`config.mk`:
```
export PLATFORM = sky130hd
export DESIGN_NAME = imm_gen_pipe
export DESIGN_NICKNAME = d
export VERILOG_FILES = /design/src/rtl/imm_gen_pkg.sv /design/src/rtl/imm_skid_buf.sv /design/src/rtl/imm_gen_pipe.sv
export SDC_FILE = /design/constraint.sdc
export NUM_CORES = 1
export LEC_CHECK = 0
export CAP_MARGIN = 10
export CORE_ASPECT_RATIO = 1.4
export CORE_MARGIN = 2
export CORE_UTILIZATION = 45
export DETAILED_ROUTE_END_ITERATION = 12
export HOLD_SLACK_MARGIN = 0.08
export MAX_ROUTING_LAYER = met4
export PLACE_DENSITY = 0.81
export SKIP_LAST_GASP = 1
export SYNTH_ARGS = -nofsm -noshare
export SYNTH_HDL_FRONTEND = slang
export SYNTH_HIERARCHICAL = 1
export SYNTH_SLANG_ARGS = --single-unit
```
`constraint.sdc`:
```
create_clock -name clk -period 3.3 [get_ports clk]
set_clock_uncertainty 0.05 [all_clocks]
set_input_delay 0.66 -clock clk [delete_from_list [all_inputs] [get_ports clk]]
set_output_delay 0.66 -clock clk [all_outputs]
set_load 0.02 [all_outputs]
```
`src/rtl/imm_gen_pkg.sv`:
```
// Shared types and opcode constants for the immediate-generator pipeline stage.
//
// Contents:
//   imm_fmt_e  - decoded immediate format carried alongside each result
//   OPC_*      - RV32 major opcodes (instr[6:0]) that select an immediate format
//   FMT_W      - bit width of imm_fmt_e, used when packing the format into a payload
package imm_gen_pkg;

  typedef enum logic [2:0] {
    FMT_NONE,
    FMT_R,
    FMT_I,
    FMT_S,
    FMT_B,
    FMT_U,
    FMT_J,
    FMT_Z
  } imm_fmt_e;

  localparam int unsigned FMT_W = $bits(imm_fmt_e);

  localparam logic [6:0] OPC_LOAD   = 7'b0000011;
  localparam logic [6:0] OPC_OP_IMM = 7'b0010011;
  localparam logic [6:0] OPC_JALR   = 7'b1100111;
  localparam logic [6:0] OPC_SYSTEM = 7'b1110011;
  localparam logic [6:0] OPC_STORE  = 7'b0100011;
  localparam logic [6:0] OPC_BRANCH = 7'b1100011;
  localparam logic [6:0] OPC_LUI    = 7'b0110111;
  localparam logic [6:0] OPC_AUIPC  = 7'b0010111;
  localparam logic [6:0] OPC_JAL    = 7'b1101111;
  localparam logic [6:0] OPC_OP     = 7'b0110011;

endpackage

```
`src/rtl/imm_skid_buf.sv`:
```
// Two-entry valid/ready buffer: an output register plus a skid register.
//
// in_ready_o is a pure register output (!skid_valid_q), so there is no combinational path
// from out_ready_i to in_ready_o. Data leaves in arrival order; the output register holds
// steady while stalled.
//
// Ports:
//   clk_i        - clock, rising edge
//   reset_i      - synchronous active-high reset; empties both entries, zeroes the data
//   in_valid_i   - upstream data valid
//   in_ready_o   - buffer can accept this cycle
//   in_data_i    - upstream payload (Width bits)
//   out_valid_o  - output register holds valid data
//   out_ready_i  - downstream accepts
//   out_data_o   - output payload (Width bits)
module imm_skid_buf #(
  parameter int unsigned Width = 8
) (
  input  logic             clk_i,
  input  logic             reset_i,
  input  logic             in_valid_i,
  output logic             in_ready_o,
  input  logic [Width-1:0] in_data_i,
  output logic             out_valid_o,
  input  logic             out_ready_i,
  output logic [Width-1:0] out_data_o
);

  logic             out_valid_q, out_valid_d;
  logic [Width-1:0] out_data_q, out_data_d;
  logic             skid_valid_q, skid_valid_d;
  logic [Width-1:0] skid_data_q, skid_data_d;

  logic in_xfer;
  logic out_free;

  assign in_ready_o  = ~skid_valid_q;
  assign out_valid_o = out_valid_q;
  assign out_data_o  = out_data_q;

  assign in_xfer  = in_valid_i & ~skid_valid_q;
  // Output slot is free this cycle if empty or being drained.
  assign out_free = ~out_valid_q | out_ready_i;

  always_comb begin
    out_valid_d  = out_valid_q;
    out_data_d   = out_data_q;
    skid_valid_d = skid_valid_q;
    skid_data_d  = skid_data_q;
    if (out_free) begin
      if (skid_valid_q) begin
        // Older skid entry goes first; in_xfer is necessarily low here.
        out_valid_d  = 1'b1;
        out_data_d   = skid_data_q;
        skid_valid_d = 1'b0;
      end else if (in_xfer) begin
        out_valid_d = 1'b1;
        out_data_d  = in_data_i;
      end else begin
        out_valid_d = 1'b0;
      end
    end else if (in_xfer) begin
      skid_valid_d = 1'b1;
      skid_data_d  = in_data_i;
    end
  end

  always_ff @(posedge clk_i) begin
    if (reset_i) begin
      out_valid_q  <= 1'b0;
      out_data_q   <= '0;
      skid_valid_q <= 1'b0;
      skid_data_q  <= '0;
    end else begin
      out_valid_q  <= out_valid_d;
      out_data_q   <= out_data_d;
      skid_valid_q <= skid_valid_d;
      skid_data_q  <= skid_data_d;
    end
  end

endmodule

```
`src/rtl/imm_gen_pipe.sv`:
```
// Immediate generator pipeline stage: decodes the RV32 immediate of an incoming instruction
// and presents it, sign-extended to XLEN, one cycle later behind a two-entry skid buffer.
//
// Optional feature: define IMM_GEN_ZICSR_EN to decode SYSTEM opcodes with funct3[2]=1 as
// FMT_Z (zero-extended 5-bit uimm from instr[19:15]); otherwise all SYSTEM opcodes are I.
//
// Parameters:
//   XLEN   - immediate output width, 32 or 64
//   TAG_W  - sideband tag width (PC or ROB id), passed through unchanged
// Ports:
//   clk, reset               - clock and synchronous active-high reset
//   in_valid/in_ready        - upstream handshake; in_ready is registered
//   in_instr, in_tag         - raw instruction word and sideband tag
//   out_valid/out_ready      - downstream handshake
//   out_imm, out_fmt         - sign-extended immediate and decoded format
//   out_illegal, out_tag     - unsupported-opcode flag and carried tag
module imm_gen_pipe
  import imm_gen_pkg::*;
#(
  parameter int unsigned XLEN  = 32,
  parameter int unsigned TAG_W = 32
) (
  input  logic             clk,
  input  logic             reset,
  input  logic             in_valid,
  output logic             in_ready,
  input  logic [31:0]      in_instr,
  input  logic [TAG_W-1:0] in_tag,
  output logic             out_valid,
  input  logic             out_ready,
  output logic [XLEN-1:0]  out_imm,
  output imm_fmt_e         out_fmt,
  output logic             out_illegal,
  output logic [TAG_W-1:0] out_tag
);

  if (XLEN != 32 && XLEN != 64) begin : gen_xlen_check
    $error("imm_gen_pipe: XLEN must be 32 or 64");
  end

  localparam int unsigned PayloadW = XLEN + FMT_W + 1 + TAG_W;

  logic [6:0]          opcode;
  logic [31:0]         imm32;
  logic [XLEN-1:0]     dec_imm;
  imm_fmt_e            dec_fmt;
  logic                dec_illegal;
  logic [PayloadW-1:0] in_payload;
  logic [PayloadW-1:0] out_payload;
  logic [FMT_W-1:0]    out_fmt_bits;

  assign opcode = in_instr[6:0];

  always_comb begin
    imm32       = '0;
    dec_fmt     = FMT_NONE;
    dec_illegal = 1'b0;
    case (opcode)
      OPC_LOAD, OPC_OP_IMM, OPC_JALR: begin
        dec_fmt = FMT_I;
        imm32   = {{20{in_instr[31]}}, in_instr[31:20]};
      end
      OPC_SYSTEM: begin
`ifdef IMM_GEN_ZICSR_EN
        if (in_instr[14]) begin
          dec_fmt = FMT_Z;
          imm32   = {27'b0, in_instr[19:15]};
        end else begin
          dec_fmt = FMT_I;
          imm32   = {{20{in_instr[31]}}, in_instr[31:20]};
        end
`else
        dec_fmt = FMT_I;
        imm32   = {{20{in_instr[31]}}, in_instr[31:20]};
`endif
      end
      OPC_STORE: begin
        dec_fmt = FMT_S;
        imm32   = {{20{in_instr[31]}}, in_instr[31:25], in_instr[11:7]};
      end
      OPC_BRANCH: begin
        dec_fmt = FMT_B;
        imm32   = {{19{in_instr[31]}}, in_instr[31], in_instr[7], in_instr[30:25],
                   in_instr[11:8], 1'b0};
      end
      OPC_LUI, OPC_AUIPC: begin
        dec_fmt = FMT_U;
        imm32   = {in_instr[31:12], 12'b0};
      end
      OPC_JAL: begin
        dec_fmt = FMT_J;
        imm32   = {{11{in_instr[31]}}, in_instr[31], in_instr[19:12], in_instr[20],
                   in_instr[30:21], 1'b0};
      end
      OPC_OP: begin
        dec_fmt = FMT_R;
      end
      default: begin
        dec_illegal = 1'b1;
      end
    endcase
  end

  // Every 32-bit immediate above is already sign-correct (FMT_Z has bit 31 clear), so a signed
  // widen to XLEN replicates instr[31] where required.
  assign dec_imm = XLEN'($signed(imm32));

  assign in_payload = {dec_imm, dec_fmt, dec_illegal, in_tag};

  imm_skid_buf #(
    .Width(PayloadW)
  ) u_skid_buf (
    .clk_i      (clk),
    .reset_i    (reset),
    .in_valid_i (in_valid),
    .in_ready_o (in_ready),
    .in_data_i  (in_payload),
    .out_valid_o(out_valid),
    .out_ready_i(out_ready),
    .out_data_o (out_payload)
  );

  assign {out_imm, out_fmt_bits, out_illegal, out_tag} = out_payload;
  assign out_fmt = imm_fmt_e'(out_fmt_bits);

endmodule
```
# Word-level counts from Yosys, hierarchy flattened
# Index checks and enable logic that the tools add are counted.
# Widths: inputs -> output; s select.
[totals] ff_bits=138 latch_bits=0 mem_bits_rw=0 romBits=0 inputBits=68 word_cells=33 n_memories=0
[op_classes] add_sub_neg=0 multipliers=0 div=0 magnitude_cmp=0 eq_ne=10 n_shift=0 mux=7 n_bitwise=5 n_reduce_logical=7
[op_table] cell="$pmux 32 s5" n=1
[op_table] cell="$mux 68" n=2
[op_table] cell="$eq 7x7->1 const B" n=4
[op_table] cell="$eq 7x6->1 const B" n=3
[op_table] cell="$pmux 3 s6" n=1
[op_table] cell="$eq 7x5->1 const B" n=2
[op_table] cell="$reduce_or 10->1" n=1
[op_table] cell="$eq 7x2->1 const B" n=1
[op_table] cell="$reduce_and 2->1" n=2
[op_table] cell="$reduce_or 2->1" n=2
[op_table] cell="$reduce_or 4->1" n=1
[op_table] cell="$mux 1" n=3
[op_table] cell="$not 1->1" n=3
[op_table] cell="$reduce_bool 2->1" n=1
[op_table] cell="$and 1x1->1" n=1
[op_table] cell="$or 1x1->1" n=1

# Logic depth before layout (Yosys ltp)
# Gate-level depths: netlist of run 1.
[depth] depth_word=5 mapped_depth=8 depth_no_buf=6

# By module
# The synthesis of run 1 kept the hierarchy.
[by_module_without_submodules] mod="imm_skid_buf" n_inst=1 cells_per_inst=618 area_each_um2=5581.6 seq_area_each_um2=2762.6
[by_module_without_submodules] mod="imm_gen_pipe" n_inst=1 cells_per_inst=90 area_each_um2=585.6 seq_area_each_um2=0.0

# Worst setup path after synthesis of run 1
# OpenSTA, ideal clock, no wires.
[synth_path] kind="input port to flip-flop" from="in in_instr[4]" to="reg u_skid_buf.out_data_q[67], in the netlist u_skid_buf/out_data_o[67]" arrival_ns=1.799 required_time_ns=3.164 path_slack_ns=1.365 stages=7 path_buffers=1 path_cell_list="buf_2 nor2b_4 nand3_1 a21oi_2 a21o_1 mux2i_1 a211oi_1"
[synth_between] elab_chain_cells=5 word_cells_on_any_way=14
[synth_lines] item="start, declared" line_no="imm_gen_pipe.sv:27" text="input logic [31:0] in_instr,"
[synth_lines] item="$eq 7x7->1 (tied with other cells)" line_no="imm_gen_pipe.sv:58" text="case (opcode)"
[synth_lines] item="$reduce_or 4->1 (no source line) / $reduce_or 2->1 (equally long branches)"
[synth_lines] item="$pmux 32 s5 *" line_no="imm_gen_pipe.sv:58"
[synth_lines] item="net dec_imm[31]" line_no="imm_gen_pipe.sv:45" text="logic [XLEN-1:0] dec_imm;"
[synth_lines] item="$mux 68 *" line_no="imm_skid_buf.sv:56" text="end else if (in_xfer) begin"
[synth_lines] item="$mux 68 *" line_no="imm_skid_buf.sv:51" text="if (skid_valid_q) begin"
[synth_lines] item="end signal, assigned" line_no="imm_skid_buf.sv:76" text="out_data_q <= out_data_d;"
[synth_lines] item="end, declared" line_no="imm_skid_buf.sv:30" text="logic [Width-1:0] out_data_q, out_data_d;"
# The timed path passes the listed nets; every way through them passes the cells marked *. The select of a mux whose other input is x is not followed.
# A chain may end at the register's enable or synchronous reset.

# Final worst setup path of run 1
[layout_path] from="reg u_skid_buf.skid_valid_q" to="out in_ready"
[layout_between] elab_chain_cells=1
[layout_lines] item="start, declared" line_no="imm_skid_buf.sv:31" text="logic skid_valid_q, skid_valid_d;"
[layout_lines] item="start signal, assigned" line_no="imm_skid_buf.sv:77" text="skid_valid_q <= skid_valid_d;"
[layout_lines] item="$not 1->1" line_no="imm_skid_buf.sv:37" text="assign in_ready_o = ~skid_valid_q;"
[layout_lines] item="end, declared" line_no="imm_gen_pipe.sv:26" text="output logic in_ready,"
# No other way between the ends.

==> impl_metrics.toml, run 1 <==
[outcome]
status = "finished, final reports clean"

[cts]
root_buffer = "clkbuf_16"
clock_sinks = 138
clk_path_buf_depth = 2
insertion_delay_ns = 0.41
ctsResizeCount = 0
cts_setup_buffers = 0
cts_tree = "built"
htreeDepth = 4
cts_hold_buf = 0
numCtsBuffers = 17
cts.reportedPaths.clkPinSlew_ns = 0.06

[final_layout]
antennaDiodeCount = 0
final_net_count = 876
layout-drive-gt1-share_pct = 9.51
area_growth_pct = 33.6
fin_util_pct = 61.5

[worst_setup_path]
crit_arrival_ns = 1.86
critical-path-top-delay-family = "flip-flops"
cp.depth = 2
cp.required_ns = 2.59
critical_path_buf_inv_count = 2
reg2reg_depth = 3
critPathMaxFanout = 35
crit_type = "reg2out"
critPathMaxStageDelay_ns = 0.76
crit_slowest_cell = "dfxtp_4"
endpoint_kind = "output port"
crit_path_start_kind = "register"
cp_cell_sequence = "inv_1 -> clkdlybuf4s50_1"

[synthesis]
async_flop_share_pct = 0
synth_nets = 776
ys_ff_latch = 138
ys_warn_count = 6
synth_edf_count = 0
synth_cells = 708
syn_area_per_cell_um2 = 8.71
synth_flop_cell = "dfxtp_1"
yosysUniqueCellTypes = 39
seq_area_frac_synth_pct = 44.8
netlist_area_um2 = 6170

[global_routing]
grt_pass1_vias = 5337
grt_max_degree = 77
antenna_found_initial = 0
grt_overflow_total = 0
grt_usage_pct = 23.3
top_usage_layer = "met2"
globalRouteMet1Util_pct = 27.5
grt_pass1_wl_um = 26200
use_met2_pct = 38.1
met3_usage_pct = 4.22

[placement]
place.gp.congestion = 0.841
port_buffers = 137
place_ws_ns = 0.462
dp_hpwl_um = 10600

[floorplan]
num_rows = 50
dieHeight_um = 143
start_util_pct = 46.1
fp.dieW_um = 103
ios = 138
die-area_um2 = 14700
core_area_um2 = 13400

[timing]
worst_pin_slew_ns = 0.703
hold_viol_final = 0
timing.final.crit_share_pct = 77.7
setup_slack_ns = 0.735
clock.fmax_mhz = 390
tns_ns = 0
rsz0062_at_grt = "false"
holdWs_ns = 0.402
max_slew_margin_pct = 53.1
finalSetupViolCount = 0
slew_violations = 0
min_period_ns = 2.57

[pwr]
p_sw_w = 0.00109
power.leakage_nw = 2.89
peakVddDrop_mv = 0.309
p_total_w = 0.00437
power_frac_seq_pct = 41.0
p_per_area_nw_per_um2 = 530
p_comb_share_pct = 14.2
intPower_w = 0.00328
power_frac_clock_pct = 44.8
swShare_pct = 25.0

[routing]
viasPerCell = 5.51
drc = 0
drtIter0Drc = 302
antenna_left = 0
vias = 5518
wl_per_cell_um = 16.6
firstDrtPassIters = 4
drt-total-wl_um = 16600

[worst_hold_path]
hold_path.class = "reg2reg"
hold-path-cell-count = 2

[flow_run]
maxCapViolations = 0
[worst paths after layout]
kind,from,end,slack (ns)
worst max-delay path,u_skid_buf/skid_valid_q$_SDFFE_PP0P_,in_ready,0.73
worst min-delay path,u_skid_buf/skid_data_q[11]$_SDFFE_PP0P_,u_skid_buf/skid_data_q[11]$_SDFFE_PP0P_,0.40
worst max register to register,u_skid_buf/skid_valid_q$_SDFFE_PP0P_,u_skid_buf/out_data_o[67]$_SDFFE_PP0P_,1.20
worst min register to register,u_skid_buf/skid_data_q[11]$_SDFFE_PP0P_,u_skid_buf/skid_data_q[11]$_SDFFE_PP0P_,0.40
[synth_stat cells, types with 2 or more instances]
| cell type | count | area share (%) |
|---|---|---|
| a211oi_2 | 20 | 4.1 |
| nand2b_1 | 3 | 0.30 |
| mux2i_1 | 69 | 11 |
| buf_1 | 5 | 0.30 |
| o22ai_1 | 3 | 0.30 |
| buf_6 | 4 | 0.73 |
| a21oi_1 | 143 | 12 |
| a211oi_1 | 48 | 5.8 |
| inv_1 | 2 | 0.12 |
| and2_1 | 4 | 0.41 |
| dfxtp_1 | 138 | 45 |
| buf_4 | 3 | 0.37 |
| a21o_1 | 22 | 2.7 |
| buf_2 | 15 | 1.2 |
| and3_2 | 2 | 0.24 |
| a22o_1 | 5 | 0.71 |
| and3_1 | 6 | 0.61 |
| nand3_1 | 3 | 0.24 |
| nor2_1 | 7 | 0.43 |
| o21ai_0 | 2 | 0.16 |
| clkbuf_1 | 44 | 2.7 |
| nand2_1 | 143 | 8.7 |
[layer usage]
layer	vias to the layer above	share of wire [%]
met3	32	5.7
met4	0	3.0
met2	197	50
li1	2702	-
met5	-	0
met1	2587	41
[registers in the layout (all words and copies together) (netlist names)]
signal                   flops
u_skid_buf/out_data_o       68
u_skid_buf/skid_data_q      68
u_skid_buf/out_valid_o       1
u_skid_buf/skid_valid_q      1
[placed cells by master, fill, tap and decap left out, drive strengths merged]
cell type / instances
a21oi: 144
nand2: 143
dfxtp: 138
clkdlybuf4s50: 136
mux2i: 69
a211oi: 68
a21o: 22
clkbuf: 20
buf: 16
and3: 9
nor2: 8
a22o: 5
clkinvlp: 4
and2: 4
clkinv: 4
o22ai: 3
nand3: 3
bufinv: 3
nand2b: 3
o21ai: 3
inv: 2
nor2b: 2
nor3b: 1
a31oi: 1
o211a: 1
a22oi: 1
nor4: 1
o2111a: 1
o22a: 1
or2: 1
nor4bb: 1
nand4bb: 1
nor3: 1
[cell type report]
type	count	area (um2)
clock inverter	11	144
tap	182	228
clock buffer	20	468
multi-input combinational	497	3110
inverter	2	7.51
sequential	138	2770
fill	1156	5150
timing repair buffer	152	1520
[metrics by stage]
step	area, um2	cells
2_1_floorplan	6170	708
3_3_place_gp	7630	971
3_5_place_dp	7630	971
4_1_cts	8240	1002
5_1_grt	8240	1002
6_report	8240	1002
[worst reg2reg max path: stages, from the launching register on]
cell,delay [ns]
dfxtp_4,0.76
buf_4,0.69
mux2i_1,0.21
a211oi_1,0.30
[cells by family (layout without fill, tap and decap cells)]
kind of cell,after synthesis,in the layout,share of synthesized area [%]
compound gates,250,250,26.3
buf+inv,73,185,5.42
flops,138,138,44.8
mux,69,69,11.2
simple gates,178,178,12.3
[power groups by stage]
| stage | registers, W | clock network [W] | logic (W) |
|---|---|---|---|
| 6_report | 0.00179 | 0.00196 | 0.000619 |
| 5_1_grt | 0.00180 | 0.00207 | 0.000662 |
| 2_1_floorplan | 0.00189 | 0 | 0.000258 |
| 4_1_cts | 0.00179 | 0.00200 | 0.000618 |
| 3_3_place_gp | 0.00182 | 0 | 0.000610 |
| 3_5_place_dp | 0.00182 | 0 | 0.000616 |
(Power assumes the default switching activity.)
==> inputs of run 2 (changes only) <==
Clock period 3.3 ns to 2.4 ns, I/O delays scaled along.
==> run 2 against run 1 <==
  * Non-clock buffer count is 17 higher
  * Global-route usage is 0.074 points higher
  * Count of clock-buffer cells in the layout is 3 higher
  * Combinational power is 41% higher
  * First-iteration DRC count is 7.6% lower
  * Sequential power is 37% higher
  * Worst setup slack worse by 0.46 ns
  * Wire length is 0.43% higher
  * Register-to-register slack worse by 0.59 ns
  * Sequential cell count stayed put
  * Critical endpoint unchanged
  * Largest cell class unchanged
==> impl_metrics.toml, run 2 (same netlist as run 1, synthesis figures left out) <==
[outcome]
status = "finished, final reports clean"

[routing]
wl_per_cell_um = 16.4
drt-total-wl_um = 16700
antenna_left = 0
viasPerCell = 5.49
firstDrtPassIters = 5
drc = 0
drtIter0Drc = 279
vias = 5598

[floorplan]
ios = 138
core_area_um2 = 13400
num_rows = 50
fp.dieW_um = 103
dieHeight_um = 143
die-area_um2 = 14700
start_util_pct = 46.1

[pwr]
p_per_area_nw_per_um2 = 729
p_sw_w = 0.00151
peakVddDrop_mv = 0.435
p_total_w = 0.00616
intPower_w = 0.00465
power.leakage_nw = 3.01
power_frac_clock_pct = 45.9
power_frac_seq_pct = 39.9
swShare_pct = 24.5
p_comb_share_pct = 14.2

[worst_hold_path]
hold_path.class = "reg2reg"
hold_path_startpoint = "u_skid_buf/skid_data_q[38]$_SDFFE_PP0P_"
hold-path-cell-count = 2
hold_end = "u_skid_buf/skid_data_q[38]$_SDFFE_PP0P_"

[global_routing]
grt_overflow_total = 0
antenna_found_initial = 0
grt_usage_pct = 23.4
grt_pass1_vias = 5295
grt_max_degree = 69
grt_pass1_wl_um = 26300

[cts]
clock_sinks = 138
cts_tree = "built"
ctsResizeCount = 0
cts_setup_buffers = 0
root_buffer = "clkbuf_16"
htreeDepth = 4
insertion_delay_ns = 0.41
cts.reportedPaths.clkPinSlew_ns = 0.06
clk_path_buf_depth = 2
cts_hold_buf = 0
numCtsBuffers = 17

[placement]
place_ws_ns = -0.0290
port_buffers = 137
dp_hpwl_um = 10900
dpl_cell_area_um2 = 7790
place.gp.congestion = 0.859

[worst_setup_path]
crit_arrival_ns = 1.59
crit_type = "reg2out"
critical_path_buf_inv_count = 2
cp_cell_sequence = "inv_1 -> clkdlybuf4s50_1"
crit_path_start_kind = "register"
endpoint_kind = "output port"
critPathMaxStageDelay_ns = 0.57
cp.required_ns = 1.87
reg2reg_depth = 4
rr_endpoint = "u_skid_buf/out_data_o[6]$_SDFFE_PP0P_"
r2r-start = "u_skid_buf/skid_valid_q$_SDFFE_PP0P_"
r2r_slack_ns = 0.61
crit_slowest_cell = "dfxtp_4"
critPathMaxFanout = 18
critical-path-top-delay-family = "buffers and inverters"

[final_layout]
layout-drive-gt1-share_pct = 11.6
multi_input_area_um2 = 3110
register_area_um2 = 2770
layout_common_cells = "nand2_1, a21oi_1, dfxtp_1, clkdlybuf4s50_1, mux2i_1"
area_growth_pct = 36.9
final_net_count = 893
design_area_um2 = 8440
nFillCells = 1133
antennaDiodeCount = 0

[timing]
rsz0062_at_grt = "false"
timing.final.crit_share_pct = 88.4
finalSetupViolCount = 0
slew_violations = 0
max_slew_margin_pct = 68.9
min_period_ns = 2.12
hold_viol_final = 0
setup_slack_ns = 0.278
worst_pin_slew_ns = 0.467
clock.fmax_mhz = 471

[flow_run]
maxCapViolations = 0
## run 2: worst max path at each step
stage / endpoint / slack, ns / depth (start not counted) / startpoint
after global placement: u_skid_buf/out_data_o[54]$_SDFFE_PP0P_ / 0.02 / 8 / in_instr[6]
after global routing: u_skid_buf/out_data_o[57]$_SDFFE_PP0P_ / 0.19 / 8 / in_instr[6]
after detailed placement: u_skid_buf/out_data_o[62]$_SDFFE_PP0P_ / -0.03 / 9 / in_instr[6]
final: in_ready / 0.28 / 2 / u_skid_buf/skid_valid_q$_SDFFE_PP0P_
after floorplan: u_skid_buf/out_data_o[67]$_SDFFE_PP0P_ / 0.65 / 7 / in_instr[4]
after CTS: in_ready / 0.25 / 2 / u_skid_buf/skid_valid_q$_SDFFE_PP0P_
## run 2: through the flow
| stage | setup TNS, ns | hold WS (ns) | util (%) | instances |
|---|---|---|---|---|
| finish | 0 | 0.404 | 63.1 | 1020 |
| global route | 0 | 0.417 | 63.1 | 1020 |
| CTS | 0 | 0.404 | 63.1 | 1020 |
| detailed placement | -0.116 | 0.396 | 58.2 | 988 |
| global placement | 0 | 0.390 | 58.2 | 988 |
| floorplan | 0 | 0.386 | - | 708 |
## run 2: area by class of cell
| cell class | count | share of cell area (%) |
|---|---|---|
| multi-input cells | 497 | 36.8 |
| flip-flops and latches | 138 | 32.8 |
| repair buffers | 169 | 19.9 |
| clock buffers | 23 | 6.15 |
| well taps | 182 | 2.70 |
| clock inverters | 9 | 1.57 |
| inverters | 2 | 0.0889 |
## run 2: worst min-delay path, cell delays in order (launching register included)
cell	delay [ns]
dfxtp_1	0.31
nand2_1	0.05
a21oi_1	0.05
## run 2: power groups by stage
| stage | logic, W | registers [W] | clock network [W] |
|---|---|---|---|
| CTS | 0.000874 | 0.00246 | 0.00285 |
| detailed placement | 0.000869 | 0.00251 | 0 |
| floorplan | 0.000354 | 0.00260 | 0 |
| global placement | 0.000860 | 0.00251 | 0 |
| global route | 0.000933 | 0.00247 | 0.00297 |
| finish | 0.000874 | 0.00246 | 0.00283 |
## run 2: routing by layer
layer	part of all wire, %	vias up	track usage (%)
met5	0	-	-
met4	2.4	0	8.80
met3	5.4	25	4.32
met2	51	203	39.7
met1	41	2628	27.1
li1	-	2742	-
